[src/rtl/gca_pkg.sv]
// Shared definitions for the Gray-converter arbiter: requester ids and
// output-register state encodings.
package gca_pkg;

    localparam logic ID_REQ0 = 1'b0;
    localparam logic ID_REQ1 = 1'b1;

    typedef enum logic {
        ST_EMPTY = 1'b0,
        ST_FULL  = 1'b1
    } out_state_e;

endpackage

[src/rtl/bin_gry.sv]
// Combinational N-bit binary-to-Gray converter.
module bin_gry #(
    parameter int unsigned N = 8
) (
    input  logic [N-1:0] bin,
    output logic [N-1:0] gray
);

    // MSB passes through; every lower bit is the XOR of adjacent binary bits.
    assign gray = {bin[N-1], bin[N-1:1] ^ bin[N-2:0]};

endmodule

[src/rtl/gray_conv_arbiter.sv]
// Round-robin arbiter sharing one binary-to-Gray converter between two
// valid/ready requesters. The result is registered with the id of its source.
// Optional feature: define GCA_STATS_EN to add saturating per-requester
// accepted-transfer counters (gnt0_cnt/gnt1_cnt, width CW).
module gray_conv_arbiter
    import gca_pkg::*;
#(
    parameter int unsigned N  = 8,
    parameter int unsigned CW = 16
) (
    input  logic          clk,
    input  logic          rst,
    input  logic          req0_valid,
    input  logic [N-1:0]  req0_bin,
    output logic          req0_ready,
    input  logic          req1_valid,
    input  logic [N-1:0]  req1_bin,
    output logic          req1_ready,
    output logic          out_valid,
    output logic [N-1:0]  out_gray,
    output logic          out_id,
    input  logic          out_ready
`ifdef GCA_STATS_EN
    ,
    output logic [CW-1:0] gnt0_cnt,
    output logic [CW-1:0] gnt1_cnt
`endif
);

    out_state_e   state;
    logic         last_gnt;
    logic         slot_free;
    logic         grant0;
    logic         grant1;
    logic         accept;
    logic         sel_id;
    logic [N-1:0] sel_bin;
    logic [N-1:0] conv_gray;

    assign out_valid = (state == ST_FULL);

    // Arbitration: a lone valid wins; on a tie the requester not granted last wins.
    always_comb begin
        slot_free  = ~out_valid | out_ready;
        grant0     = req0_valid & (~req1_valid | (last_gnt == ID_REQ1));
        grant1     = req1_valid & (~req0_valid | (last_gnt == ID_REQ0));
        req0_ready = grant0 & slot_free;
        req1_ready = grant1 & slot_free;
        accept     = (req0_valid & req0_ready) | (req1_valid & req1_ready);
        sel_id     = grant1 ? ID_REQ1 : ID_REQ0;
        sel_bin    = grant1 ? req1_bin : req0_bin;
    end

    bin_gry #(
        .N(N)
    ) u_bin_gry (
        .bin  (sel_bin),
        .gray (conv_gray)
    );

    // Output register FSM; last_gnt moves only on an accepted transfer.
    always_ff @(posedge clk or posedge rst) begin
        if (rst) begin
            state    <= ST_EMPTY;
            out_gray <= '0;
            out_id   <= ID_REQ0;
            last_gnt <= ID_REQ1;
        end else begin
            if (accept) begin
                last_gnt <= sel_id;
            end
            case (state)
                ST_EMPTY: begin
                    if (accept) begin
                        state    <= ST_FULL;
                        out_gray <= conv_gray;
                        out_id   <= sel_id;
                    end
                end
                ST_FULL: begin
                    if (out_ready) begin
                        if (accept) begin
                            out_gray <= conv_gray;
                            out_id   <= sel_id;
                        end else begin
                            state <= ST_EMPTY;
                        end
                    end
                end
                default: state <= ST_EMPTY;
            endcase
        end
    end

`ifdef GCA_STATS_EN
    // Saturating accepted-transfer counters, cleared only by reset.
    always_ff @(posedge clk or posedge rst) begin
        if (rst) begin
            gnt0_cnt <= '0;
            gnt1_cnt <= '0;
        end else if (accept) begin
            if ((sel_id == ID_REQ0) && (gnt0_cnt != '1)) begin
                gnt0_cnt <= gnt0_cnt + CW'(1);
            end
            if ((sel_id == ID_REQ1) && (gnt1_cnt != '1)) begin
                gnt1_cnt <= gnt1_cnt + CW'(1);
            end
        end
    end
`else
    // CW only sizes the counters; keep it referenced when they are absent.
    logic [CW-1:0] unused_stats;
    assign unused_stats = '0;
`endif

endmodule
[config.mk]
export PLATFORM = sky130hd
export DESIGN_NAME = gray_conv_arbiter
export DESIGN_NICKNAME = d
export VERILOG_FILES = /design/src/rtl/gca_pkg.sv /design/src/rtl/bin_gry.sv /design/src/rtl/gray_conv_arbiter.sv
export SDC_FILE = /design/constraint.sdc
export NUM_CORES = 1
export LEC_CHECK = 0
export CAP_MARGIN = 20
export CELL_PAD_IN_SITES_DETAIL_PLACEMENT = 0
export CELL_PAD_IN_SITES_GLOBAL_PLACEMENT = 2
export CORE_UTILIZATION = 25
export DETAILED_ROUTE_END_ITERATION = 8
export PLACE_DENSITY = 0.89
export SLEW_MARGIN = 0
export SYNTH_ARGS = -nofsm -noshare
export SYNTH_HDL_FRONTEND = slang
export SYNTH_HIERARCHICAL = 1
export SYNTH_SLANG_ARGS = --single-unit
[constraint.sdc]
create_clock -name clk -period 2.8 [get_ports clk]
set_input_delay 0.84 -clock clk [delete_from_list [all_inputs] [get_ports clk]]
set_output_delay 0.84 -clock clk [all_outputs]
set_load 0.1 [all_outputs]
==> summary.txt <==
Clock tree
  • CTS buffer count: 3
  • Root buffer cell: clkbuf_4
  • Post-CTS Setup Inserts: 0
  • Clock Path Buffers: 2
  • Clk sinks: 11
  • CTS clock-pin slew for the worst setup and hold paths: 0.07 ns
  • CTS tree: built
  • CTS hold repair buffers: 0
  • Post-cts resize count: 0
  • Htree depth: 1
  • Worst-skew pair later-pin latency: 0.26 ns

Power and ir drop
  • Tot Pwr: 841 uW
  • Reg power frac: 0.270
  • Clock share of power: 0.127
  • Comb pwr share: 0.603
  • Worst VDD drop: 0.349 mV
  • Internal: 414 uW
  • Leakage power total: 0.480 nW
  • Sw Pwr: 427 uW
  • Switch share: 0.507
  • Pwr Density: 794 nW/um2

Place
  • Dpl cell area: 1030 um2
  • Placed Cells: 114
  • Input/output buffers: 32
  • GPL Wtd Cong: 0.582
  • Hpwl dp: 1080 um
  • Dpl ws: 0.0967 ns

Final layout
  • Final Cell Area: 1060 um2
  • Area Overhead vs Synth: 59.3%
  • Antenna fix cells: 0
  • Most frequent cells in the layout: clkdlybuf4s50_1, buf_4, dfrtp_1, mux2_4, mux2_2
  • Final #Nets: 110
  • Non-Filler Instances: 118
  • Share of cells above drive strength 1: 0.455
  • Most common cell after layout, fill and taps aside: clkdlybuf4s50_1

Drt
  • DR iter-0 viols: 5
  • Pre-Repair DR Iteration Count: 4
  • DRC: 0
  • Drt via density: 4.29
  • Routed Antenna Nets: 0
  • Via Count: 506
  • Routed len/inst: 11.1 um
  • Final wirelength: 1310 um

Min path
  • Hold WC Path Type: flip-flop to flip-flop

Synth
  • Syn Nets: 71
  • Post-Syn Area: 664 um2
  • Sequential share of the synthesized area: 0.416
  • Synth top area share: 0.377
  • Mapped Avg Cell Area: 13.3 um2
  • Distinct cells, synth: 18
  • Cell taking the most area after synthesis: dfrtp_1
  • Post-synthesis instance total: 50
  • #FFs+latches synth: 11
  • Largest cells by area after synthesis: dfrtp_1, mux2_4, mux2_2
  • Synth warn: 6

Setup path
  • CP Max Fanout: 7
  • Data arrival, critical path: 1.86 ns
  • Critical Path, Cell by Cell: clkdlybuf4s50_1 -> nand2b_4 -> nand2_1 -> a21oi_2 -> buf_12
  • Crit start category: input pin
  • Setup CP Type: input pin to output pin
  • CP endpoint kind: output pin
  • Max stage delay on crit path: 0.46 ns
  • Slowest-stage cell, CP: clkdlybuf4s50_1
  • Worst Path Required: 1.96 ns
  • R2R Setup Slk: 1.14 ns

STA
  • Setup violations, final: 0
  • FMAX: 0.370 GHz
  • Worst-Margin Slew: 0.411 ns
  • Post-route setup slack: 0.0979 ns
  • Clk_skew: 0.000306 ns
  • RSZ-0062 raised after global routing: no
  • Headroom to the max-slew limit: 0.726
  • Max-slew violations: 0
  • Setup TNS: 0 ns
  • Fin crit period: 2.70 ns
  • Final hold viol count: 0
  • Final period util: 0.965

GRT
  • Pin count of the biggest net entering global routing: 12
  • GRT Util Overall: 0.101
  • Total global routing overflow: 0
  • First-pass GRT wire length: 2070 um
  • Initial antenna violation count: 0
  • Vias in the first global route: 517

Die
  • Die Width: 53.6 um
  • Die Y: 53.6 um
  • Initial Utilization: 0.266
  • Rows: 18
  • Core ar.: 2500 um2
  • Die area: 2870 um2
  • Ports: 33

Job
  • Max-Cap Viols: 0

Run status
  • Status: finished, final reports clean
==> cells in the mapped netlist <==
library cell and number:
dfrtp_1 10, mux2_2 8, mux2_4 8, xor2_1 7, a21oi_1 2, inv_1 2
nand2_1 2, a21boi_0 1, a21boi_4 1, a31oi_1 1, and2_4 1, buf_4 1
buf_6 1, dfstp_2 1, nand2b_4 1, nor2_1 1, o21a_1 1, or2_1 1
==> per-layer routing <==
layer	wire length, um	track usage	vias to the layer above
met5	0	0	-
met4	0	0.0526	0
met3	104	0.0169	0
met2	617	0.175	26
met1	587	0.117	233
li1	-	-	247
==> path summary, 6_finish.rpt <==
check,from,end,cells after the start
max,out_ready,req0_ready,5
min,out_gray[6],out_gray[6],1
max reg2reg,last_gnt,out_gray[4],5
min reg2reg,out_gray[6],out_gray[6],1
max in group asynchronous,rst,last_gnt,2
min in group asynchronous,rst,out_valid,2
==> logic make-up (layout without fill, tap and decap cells) <==
group                  after synthesis  after routing  share of synthesized area
AO/OA/AOI/OAI                        6              6                     0.0753
flip-flops                          11             11                      0.416
buffers and inverters                4             42                     0.0396
multiplexers                        16             16                      0.316
XOR/XNOR                             7              7                     0.0923
AND/OR/NAND/NOR                      6              6                     0.0603
==> power by group through the flow <==
stage / logic (mW) / registers (mW) / clock network [mW]
after floorplan: 0.133 / 0.485 / 0
after global placement: 0.506 / 0.230 / 0
after detailed placement: 0.511 / 0.229 / 0
after CTS: 0.511 / 0.228 / 0.112
after global routing: 0.527 / 0.232 / 0.119
final: 0.507 / 0.227 / 0.107
==> critical path: cells and delay by family <==
kind	cells	cell delay [ns]
buffers and inverters	2	0.65
and+or+nand+nor	2	0.22
AOI/OAI and AO/OA	1	0.16
==> final cells by class <==
| cell class | instances | area [um2] |
|---|---|---|
| Sequential cell | 11 | 277 |
| Fill cell | 256 | 1440 |
| Timing Repair Buffer | 36 | 345 |
| Inverter | 2 | 7.51 |
| Clock buffer | 4 | 26.3 |
| Multi-Input combinational cell | 35 | 365 |
| Tap cell | 30 | 37.5 |
==> metrics by stage <==
step,hold slack [ns],utilization
after floorplan,0.529,-
after global placement,0.504,0.413
after detailed placement,0.501,0.413
after CTS,0.523,0.423
after global routing,0.542,0.423
final,0.519,0.423
==> sequential cells by signal, indices dropped and copies added (netlist names) <==
register,count
out_id,1
out_gray,8
out_valid,1
last_gnt,1
Note: power is estimated with default switching activity, not from simulation.
